`config.mk`:
```
export PLATFORM = sky130hd
export DESIGN_NAME = mem_access_unit
export DESIGN_NICKNAME = d
export VERILOG_FILES = /design/src/rtl/mem_access_unit.sv
export SDC_FILE = /design/constraint.sdc
export NUM_CORES = 1
export LEC_CHECK = 0
export ABC_CLOCK_PERIOD_IN_PS = 2600
export CORE_ASPECT_RATIO = 1.4
export CORE_UTILIZATION = 41
export CTS_BUF_LIST = sky130_fd_sc_hd__clkbuf_16
export DETAILED_ROUTE_END_ITERATION = 6
export PLACE_DENSITY = 0.75
export REMOVE_ABC_BUFFERS = 1
export SETUP_SLACK_MARGIN = 0.2
export SLEW_MARGIN = 10
export SYNTH_ARGS = -nofsm -noshare
export SYNTH_HDL_FRONTEND = slang
export SYNTH_SLANG_ARGS = --single-unit
export TNS_END_PERCENT = 30
```
`constraint.sdc`:
```
create_clock -name clock -period 2.6 [get_ports clock]
set_input_delay 0.52 -clock clock [delete_from_list [all_inputs] [get_ports clock]]
set_output_delay 0.52 -clock clock [all_outputs]
set_load 0.005 [all_outputs]
```
`src/rtl/mem_access_unit.sv`:
```
// Data-memory initiator: byte-addressed loads/stores onto a word-indexed,
// one-cycle-latency memory. Optional MAU_RANGE_CHECK_EN rejects out-of-range addresses.
module mem_access_unit #(
  parameter int ADDR_W = 6
) (
  input  logic        clock,
  input  logic        reset,
  input  logic        req_valid,
  output logic        req_ready,
  input  logic        req_we,
  input  logic [1:0]  req_size,
  input  logic        req_unsigned,
  input  logic [31:0] req_addr,
  input  logic [31:0] req_wdata,
  output logic        resp_valid,
  output logic [31:0] resp_rdata,
  output logic        resp_err,
  output logic [31:0] mem_addr,
  output logic        mem_write,
  output logic        mem_read,
  output logic [31:0] mem_wdata,
  input  logic [31:0] mem_rdata
);

  typedef enum logic [2:0] {IDLE, RD, DATA, WR, RESP} state_e;

  state_e      state_q, state_d;
  logic [1:0]  off_q, off_d;
  logic [1:0]  size_q, size_d;
  logic        uns_q, uns_d;
  logic        we_q, we_d;
  logic [15:0] wdata_q, wdata_d;
  logic [31:0] mem_addr_q, mem_addr_d;
  logic        mem_write_q, mem_write_d;
  logic        mem_read_q, mem_read_d;
  logic [31:0] mem_wdata_q, mem_wdata_d;
  logic        resp_valid_q, resp_valid_d;
  logic [31:0] resp_rdata_q, resp_rdata_d;
  logic        resp_err_q, resp_err_d;

  logic        acc_err;
  logic [7:0]  lane_b;
  logic [15:0] lane_h;
  logic [31:0] ext, merged;

  assign req_ready = (state_q == IDLE) && !reset;

  always_comb begin
    acc_err = (req_size == 2'b11)
           || (req_size == 2'b01 && req_addr[0])
           || (req_size == 2'b10 && req_addr[1:0] != 2'b00);
`ifdef MAU_RANGE_CHECK_EN
    acc_err = acc_err || (req_addr[31:ADDR_W+2] != '0);
`endif
  end

`ifndef MAU_RANGE_CHECK_EN
  // High address bits are deliberately discarded (accesses wrap).
  logic unused_addr_hi;
  assign unused_addr_hi = ^req_addr[31:ADDR_W+2];
`endif

  always_comb begin
    lane_b = mem_rdata[{off_q, 3'b000} +: 8];
    lane_h = mem_rdata[{off_q[1], 4'b0000} +: 16];
    case (size_q)
      2'b00:   ext = {{24{lane_b[7] & !uns_q}}, lane_b};
      2'b01:   ext = {{16{lane_h[15] & !uns_q}}, lane_h};
      default: ext = mem_rdata;
    endcase
    merged = mem_rdata;
    if (size_q == 2'b00) merged[{off_q, 3'b000} +: 8] = wdata_q[7:0];
    else                 merged[{off_q[1], 4'b0000} +: 16] = wdata_q;
  end

  always_comb begin
    state_d      = state_q;
    off_d        = off_q;
    size_d       = size_q;
    uns_d        = uns_q;
    we_d         = we_q;
    wdata_d      = wdata_q;
    mem_addr_d   = mem_addr_q;
    mem_write_d  = 1'b0;
    mem_wdata_d  = mem_wdata_q;
    resp_valid_d = 1'b0;
    resp_rdata_d = resp_rdata_q;
    resp_err_d   = resp_err_q;
    case (state_q)
      IDLE: if (req_valid && req_ready) begin
        off_d   = req_addr[1:0];
        size_d  = req_size;
        uns_d   = req_unsigned;
        we_d    = req_we;
        wdata_d = req_wdata[15:0];
        if (acc_err) begin
          state_d      = RESP;
          resp_err_d   = 1'b1;
          resp_rdata_d = '0;
          resp_valid_d = 1'b1;
        end else begin
          mem_addr_d = {{(32-ADDR_W){1'b0}}, req_addr[ADDR_W+1:2]};
          if (req_we && req_size == 2'b10) begin
            state_d     = WR;
            mem_write_d = 1'b1;
            mem_wdata_d = req_wdata;
          end else begin
            state_d = RD;
          end
        end
      end
      RD: state_d = DATA;
      DATA: begin
        if (we_q) begin
          state_d     = WR;
          mem_write_d = 1'b1;
          mem_wdata_d = merged;
        end else begin
          state_d      = RESP;
          resp_rdata_d = ext;
          resp_valid_d = 1'b1;
        end
      end
      WR: begin
        state_d      = RESP;
        resp_rdata_d = '0;
        resp_valid_d = 1'b1;
      end
      RESP: begin
        state_d      = IDLE;
        resp_err_d   = 1'b0;
        resp_rdata_d = '0;
      end
      default: state_d = IDLE;
    endcase
    // Memory corrupts on idle cycles, so read whenever not writing.
    mem_read_d = !mem_write_d;
  end

  always_ff @(posedge clock) begin
    if (reset) begin
      state_q      <= IDLE;
      off_q        <= '0;
      size_q       <= '0;
      uns_q        <= 1'b0;
      we_q         <= 1'b0;
      wdata_q      <= '0;
      mem_addr_q   <= '0;
      mem_write_q  <= 1'b0;
      mem_read_q   <= 1'b1;
      mem_wdata_q  <= '0;
      resp_valid_q <= 1'b0;
      resp_rdata_q <= '0;
      resp_err_q   <= 1'b0;
    end else begin
      state_q      <= state_d;
      off_q        <= off_d;
      size_q       <= size_d;
      uns_q        <= uns_d;
      we_q         <= we_d;
      wdata_q      <= wdata_d;
      mem_addr_q   <= mem_addr_d;
      mem_write_q  <= mem_write_d;
      mem_read_q   <= mem_read_d;
      mem_wdata_q  <= mem_wdata_d;
      resp_valid_q <= resp_valid_d;
      resp_rdata_q <= resp_rdata_d;
      resp_err_q   <= resp_err_d;
    end
  end

  assign mem_addr   = mem_addr_q;
  assign mem_write  = mem_write_q;
  assign mem_read   = mem_read_q;
  assign mem_wdata  = mem_wdata_q;
  assign resp_valid = resp_valid_q;
  assign resp_rdata = resp_rdata_q;
  assign resp_err   = resp_err_q;

endmodule
```
==> Yosys cells after proc, flatten, opt, wreduce, memory -nomap -nowiden <==
Index checks and enable logic that the tools add are counted.
{ "word_totals": {"regBits": 99, "inputBits": 103, "out_inout_bits": 101} }
{ "op_classes": {"mux": 30, "bitwise_logic": 3, "n_addsub": 2, "n_eq_ne": 14, "shifts": 6, "n_reduce_logical": 22} }
{ "ops": {"columns": ["cell", "n"], "rows": [
  ["$mux W32", 8],
  ["$pmux W32 S2", 2],
  ["$pmux W32 S3", 1],
  ["$bwmux W32", 2],
  ["$shift A16 B7 Y32 const A", 1],
  ["$shift A8 B7 Y32 const A", 1],
  ["$shiftx A16 B7 Y32", 1],
  ["$shiftx A32 B6 Y16", 1],
  ["$shiftx A32 B6 Y8", 1],
  ["$shiftx A8 B7 Y32", 1],
  ["$neg A5 Y7", 2],
  ["$pmux W3 S4", 1],
  ["$mux W1", 9],
  ["$mux W3", 3],
  ["$ne A2 B2 Y1 const B", 4],
  ["$eq A3 B2 Y1 const B", 2],
  ["$reduce_and A3 Y1", 2],
  ["$reduce_bool A2 Y1", 3],
  ["$logic_and A1 B1 Y1", 5],
  ["$reduce_and A5 Y1", 1],
  ["$eq A2 B1 Y1 const B", 2],
  ["$eq A2 B2 Y1 const B", 2],
  ["$ne A2 B1 Y1 const B", 2],
  ["$pmux W1 S2", 2],
  ["14 further kinds", 18]
]} }

==> Logic depth before layout (Yosys ltp) <==
{ "logic_depth": {"depth_word": 8, "depth_mapped": 10, "mapped_depth_nobuf": 7} }

==> Worst setup path before layout <==
No wires, ideal clock.
{ "synth_timing": {"path_kind": "register to register", "start": "reg off_q[1]", "end": "reg mem_wdata_q[13], in the netlist mem_wdata[13]", "stages_incl_launch_ff": 11, "path_buffers": 3, "path_slack_ps": -132, "setup_ps": 86, "arrival_ps": 2646, "path_cell_list": "dfxtp_1 -> clkbuf_1 -> clkbuf_1 -> inv_1 -> ha_1 -> nor3b_1 -> clkbuf_1 -> a311oi_1 -> a211oi_1 -> a2111oi_0 -> a211oi_1"} }
{ "synth_between": {"elab_chain_len": 6, "elab_cells_between_ends": 11} }
{ "synth_lines": {"columns": ["element", "line_no", "source"], "rows": [
  ["start, declared", "28", "logic [1:0] off_q, off_d;"],
  ["start signal, assigned", "143", "off_q <= '0;"],
  ["start signal, assigned", "157", "off_q <= off_d;"],
  ["$neg A5 Y7 (on tied branches)", "73, 72", null],
  ["$shiftx A16 B7 Y32 (tied with other cells)", "73", "else merged[{off_q[1], 4'b0000} +: 16] = wdata_q;"],
  ["$bwmux W32 (on tied branches)", "73, 72", null],
  ["$mux W32 *", "72", "if (size_q == 2'b00) merged[{off_q, 3'b000} +: 8] = wdata_q[7:0];"],
  ["$mux W32 *", "114", "if (we_q) begin"],
  ["$pmux W32 S2 *", "89", "case (state_q)"],
  ["end signal, assigned", "165", "mem_wdata_q <= mem_wdata_d;"],
  ["end, declared", "36", "logic [31:0] mem_wdata_q, mem_wdata_d;"]
]} }
Every way passes the cells marked *; elsewhere a longest branch is shown, timed or not. The select of a mux whose other input is x is not followed.
A chain may end at the register's enable or synchronous reset.

==> Worst setup path after layout <==
{ "layout_timing": {"start": "reg off_q[1]", "end": "reg mem_wdata_q[1], in the netlist mem_wdata[1]"} }
The elaborated chain is that of the path after synthesis.

==> out/qor.txt <==
Type of origin of the critical path = flip-flop
Post-CTS Hold Buffers = 0
Hold_sp = resp_rdata[2]
Worst setup path end = mem_wdata[1]
Post-Synthesis Cells = 688
Cell Pwr Density = 483 nW/um^2
Worst slack, placed = -0.00412 ns
Vias in the first global route = 5,364
Worst Skew = 0.0104 ns
CP Data Required Time = 2.86 ns
Diode count = 0
Critical Path Max Stage Delay = 0.39 ns
Register area share after synthesis = 0.352
Final core occ = 0.577
Critical path's most frequent cell = a211oi_1
Worst Max-Slew Pin Slew = 1.09 ns
Most common cell in the netlist = dfxtp_1
DIE WIDTH = 101 microns
First-pass GRT wire length = 28,200 microns
Outcome = finished clean
Vias per cell = 5.72
Drt initial violations = 446
Fillers = 1,230
H-Tree Depth = 3
Crit path capture type = flip-flop
CTS Buf Count = 9
Setup TNS = 0 ns
Critical Path Slowest Stage Cell = nor4bb_2
R2R Path End = mem_wdata[1]
Yosys reg bits = 99
Core area = 13,400 sq um
Crit-path max FO = 7
Reg clk slew, reported paths = 0.07 ns
Maxcap violations = 0
Skew-Pair Late Insertion Delay = 0.36 ns
Most frequent cells after synthesis = 99 x dfxtp_1, 83 x nand2_1, 65 x a211oi_1, 50 x a21oi_1, 47 x clkbuf_1
Post-synth ARST share = 0
Antenna violations before repair = 0
Post-layout net count = 936
Top delay family on crit path = compound AO/OA/AOI/OAI gates
Die ar. = 14,200 sq um
Multi-input gate area = 3180 sq um
Area growth syn-to-layout = 37.3%
Largest net degree at the start of global routing = 61
IO buf count = 153
Clock Path Buffers = 2
Final slew viol count = 0
Cell taking the most area after synthesis = dfxtp_1
Worst reg2reg setup slack = 0.27 ns
CTS tree = built
DRT Pass-1 Iters = 5
Post-DP HPWL = 12,800 microns
DRC viols = 0
Rows = 50
Distinct cells, synth = 44
Total Power = 0.00374 W
Initial core utilization = 0.420
Unrepaired setup endpoints after global routing = true
Antenna viol nets, final = 0
Worst setup margin = 0.267 ns
Hold WS = 0.440 ns
R2R Path Start = off_q[1]
Worst setup path class = flip-flop to flip-flop
Synth Flop Type = dfxtp_1
Global router's overall resource usage = 0.255
Via count = 5,810
RePlAce Congestion = 0.865
Total grt overflow = 0
Slew headroom = 0.273
Routed WL per cell = 17.6 microns
CTS sink cnt = 99
Layout cells sized above 1 = 0.0900
Share of the synthesized area in the top cell type = 0.352
Period minus WS final = 2.33 ns
Buf/Inv on CP = 2
# IOs = 204
Worst hold path class = flip-flop to flip-flop
WP depth = 8
Setup violators final = 0
Leak = 2.66 nW
Critical Path Start = off_q[1]
Die H = 141 microns
Final Hold Vio Count = 0
Crit-path cells = inv_1 > ha_1 > nor4bb_2 > buf_4 > a221oi_1 > a211oi_1 > a2111oi_0 > a211oi_1
Arrival time worst endpoint = 2.59 ns
Cell area after synthesis = 5630 sq um
Maximum VDD drop = 0.000291 V
Register area = 1980 sq um
Part of the cycle the worst path needs = 0.897
Synthesis Warnings = 0
Fmax = 429 MHz
Syn Area/Cell = 8.18 sq um
Synth area leaders = dfxtp_1 35%, a211oi_1 8.7%, mux2i_1 7.5%
Drt total wl = 17,900 microns
Worst reg-to-reg path cell count = 8
Number of synthesized flops with an enable pin = 0
Root Buffer = clkbuf_16
[stage by stage]
step	instance area, sq um	cells
floorplan	5270	626
global placement	7410	999
detailed placement	7410	999
CTS	7720	1015
global route	7730	1015
finish	7730	1015
[layout by cell type, fill, tap and decap left out, types with 2 or more instances in the layout]
master | Yosys | final
o221ai_1 | 5 | 5
a2111oi_0 | 32 | 32
or2_2 | 3 | 3
nand2b_1 | 6 | 6
o22ai_1 | 3 | 3
o21ai_1 | 4 | 4
a21o_1 | 6 | 6
buf_4 | 26 | 33
nand2_1 | 83 | 82
a21oi_1 | 50 | 50
nor3_1 | 4 | 4
nor2b_1 | 26 | 25
clkinv_4 | 0 | 2
clkbuf_16 | 0 | 9
a31oi_1 | 8 | 8
ha_1 | 5 | 5
inv_6 | 0 | 2
nor2_1 | 26 | 25
a211oi_1 | 65 | 63
mux2i_1 | 42 | 42
buf_12 | 0 | 5
a22o_1 | 4 | 4
clkinv_2 | 0 | 2
dfxtp_1 | 99 | 98
o21ai_0 | 28 | 28
clkdlybuf4s50_1 | 0 | 152
a311oi_1 | 25 | 24
mux2_2 | 5 | 5
conb_1 | 1 | 26
a32o_1 | 3 | 3
a221oi_1 | 8 | 8
inv_1 | 43 | 43
[how the worst min path moves through the flow]
stage / end / slack, ns / cells after the start
after floorplan: resp_rdata[0] / 0.43 / 2
after global placement: resp_rdata[2] / 0.43 / 2
after detailed placement: resp_rdata[2] / 0.43 / 2
after CTS: resp_rdata[2] / 0.44 / 2
after global routing: resp_rdata[2] / 0.46 / 2
final: resp_rdata[2] / 0.44 / 2
[routing by layer]
layer / global-route usage / up-vias / share of wire
li1: - / 2766 / -
met1: 0.323 / 2744 / 0.41
met2: 0.419 / 250 / 0.49
met3: 0.0382 / 50 / 0.064
met4: 0.124 / 0 / 0.033
met5: 0 / - / 0
[logic make-up after synthesis]
logic type | count (synthesis) | share of synthesized area
compound gates | 244 | 0.305
simple gates | 162 | 0.137
buf+inv | 130 | 0.110
flops | 99 | 0.352
mux | 47 | 0.0847
other cells | 1 | 0.000666
fa+ha+maj | 5 | 0.0111
[sequential cells by signal (all words and copies together) (netlist names)]
signal / flops
mem_addr: 6
mem_read: 1
mem_wdata: 32
mem_write: 1
off_q: 2
resp_err: 1
resp_rdata: 32
resp_valid: 1
size_q: 2
state_q: 3
uns_q: 1
wdata_q: 16
we_q: 1
[final cells by class]
| class | count | area share |
|---|---|---|
| Clock buffer | 9 | 0.0291 |
| Multi-Input combinational cell | 484 | 0.412 |
| Timing Repair Buffer | 191 | 0.243 |
| Tap cell | 182 | 0.0295 |
| Clock inverter | 7 | 0.00971 |
| Sequential cell | 99 | 0.257 |
| Inverter | 43 | 0.0209 |
[worst min-delay path, cell delays in order (launching register included)]
cell and delay [ns]:
dfxtp_1 0.31, nand2_1 0.05, nand2_1 0.04
[timing repair]
action / CTS / global route
buffers inserted: 0 / 0
hold endpoints to repair: 0 / 0
pin swaps: 0 / 1
resized for setup: 1 / 3
setup endpoints to repair: 1 / 28
[power by group]
part	internal [W]	leakage, nW	switching, W
Sequential	0.00156	0.802	0.0000406
Clock	0.000754	0.150	0.000627
Combinational	0.000354	1.71	0.000400
No activity file was read; power rests on OpenSTA's default activity.
==> RTL edit (same settings) <==
Reset style: asynchronous (`reset`), changed in one clocked block.
--- a/src/rtl/mem_access_unit.sv
+++ b/src/rtl/mem_access_unit.sv
@@ -138,5 +138,5 @@
   end
 
-  always_ff @(posedge clock) begin
+  always_ff @(posedge clock or posedge reset) begin
     if (reset) begin
       state_q      <= IDLE;
Function: differs if reset is asserted again (counterexample within 4 cycles, from zero or initial values and one cycle with reset high); with reset held inactive, the same outputs for 4 cycles.
==> RTL edit against the original RTL <==
Wire length grew 5.5%; global-route usage is 1.1 points higher; via count down 7.1%; setup slack better by 7.7 ps; design area increased by 2.4%; area after synthesis up 3.1%; sequential cell count stayed put.
Power is not compared: it rests on default switching activity, and its combinational part moved more than twofold at a synthesized area within 25%.
==> RTL edit: results (changes against the original RTL) <==
stage,metric,value,unit,change
power,Leak Pwr,3.33,nW,
setup_path,Worst path top cell family by delay,buffers and inverters,,
clock_network,Resized Gates After CTS,0,,-1
setup_path,CP max stage cell,clkdlybuf4s50_1,,
clock_network,clock slew at reported path FFs,60,ps,
place,gpl congestion,0.898,,+3.8%
run_status,status,"finished, final reports clean",,
synthesis,sequential share of the synthesized area,42.7,%,+7.5 points
synthesis,ys async rst share,100,%,+100 points
finish,post-route insts no fill,908,,-11%
finish,fillers,1226,,-0.33%
finish,ratio of cells with drive above 1 in the final layout,14.0,%,+5.0 points
drt,vias per cell,5.94,,+3.8%
setup_path,worst path arrival time,1810,ps,-780 ps
drt,Initial DRC Count,417,,-6.5%
synthesis,Yosys warnings,0,,unchanged
sta,Relative slew margins,38.0,%,+11 points
synthesis,Avg Inst Size Synth,10.2,sq um,+24%
clock_network,clock latency on the worst-skew pair,350,ps,
drt,routed wire length,18900,um,+5.5%
drt,Routed Antenna Nets,0,,unchanged
place,dpl cells,893,,-11%
finish,final net count,827,,-12%
synthesis,Synth area leaders,"dfrtp_1 (42%), mux2_2 (7.0%), mux2i_1 (5.9%)",,
place,IO buf count,153,,unchanged
synthesis,Commonest cells post-synth,"dfrtp_1 (98), o21ai_0 (52), a21oi_1 (45)",,
global_route,first-pass GRT wire length,29100,um,+2.9%
clock_network,Max clock buf depth,2,,unchanged
synthesis,post-synthesis register bit count,99,,unchanged
power,Worst VDD drop,0.451,mV,
clock_network,clock root buffer master,clkbuf_16,,
clock_network,number of buffers created by CTS,9,,unchanged
global_route,Total GRT Usage,26.5,%,+1.1 points
drt,DRC violations left,0,,unchanged
setup_path,Worst Path Max Fanout,3,,-4
hold_path,type of the most critical hold path,reg2reg,,
synthesis,main flop type after synthesis,dfrtp_1,,
sta,Clock Skew,7.69,ps,-2.70 ps
global_route,initial antenna violation count,0,,unchanged
finish,# diodes,0,,unchanged
global_route,largest net degree at the start of global routing,49,,-20%
clock_network,H-tree levels,3,,unchanged
place,pre-CTS setup slack,75.6,ps,+79.7 ps
drt,DRT Pass-1 Iters,7,,+2
place,placed cell area,0.00760,sq mm,+2.5%
setup_path,Worst path max stage delay,530,ps,+140 ps
synthesis,Synth cell types,53,,+20%
place,DP Wirelength,13500,um,+5.7%
clock_network,post-CTS setup buffers,0,,unchanged
-- RTL edit: cell types whose count changed after synthesis, sizes merged, moves of 17 or more --
cell     delta
dfxtp      -99
dfrtp      +98
nand2      -71
a211oi     -57
mux2       +31
a311oi     -25
a2111oi    -23
inv        -20
o21ai      +20
a221o      +17
a22oi      +17
-- RTL edit: cell families (layout without fill, tap and decap cells) --
logic type,count (synthesis),after routing,synth area share (%)
other cells,1,26,0.0646
buf+inv,100,227,8.39
compound gates,228,228,28.2
simple gates,68,68,6.75
mux,70,70,12.8
fa+ha+maj,5,5,1.08
flops,99,99,42.7
-- RTL edit: routing by layer --
layer | global-route usage, % | vias to the layer above | routed length, um
met4 | 11.7 | 0 | 624
li1 | - | 2416 | -
met5 | 0 | - | 0
met1 | 30.7 | 2689 | 7080
met3 | 4.21 | 43 | 1150
met2 | 47.3 | 248 | 10000
-- RTL edit: worst paths after layout --
check,slack [ps],start,end,depth (start not counted)
max,270,reset,req_ready,4
min,470,state_q[2],state_q[1],1
max reg2reg,300,off_q[1],mem_wdata[26],7
min reg2reg,470,state_q[2],state_q[1],1
max in group asynchronous,1320,reset,mem_read,4
min in group asynchronous,650,reset,resp_valid,3
-- RTL edit: area by class of cell --
cell class                 instances  area (sq um)  area share, %
tap                              185           231           2.93
clock inverter                     6          82.6           1.04
sequential                        99          2480           31.3
clock buffer                       9           225           2.85
inverter                          24          92.6           1.17
timing repair buffer             188          1840           23.3
multi-input combinational        397          2960           37.4
-- RTL edit: report_power, final --
part | switching, mW | leakage, nW | total, mW | internal [mW]
registers | 0.593 | 1.25 | 2.84 | 2.25
logic | 2.33 | 1.93 | 4.76 | 2.43
clock network | 0.582 | 0.146 | 1.41 | 0.831
total | 3.50 | 3.33 | 9.01 | 5.51
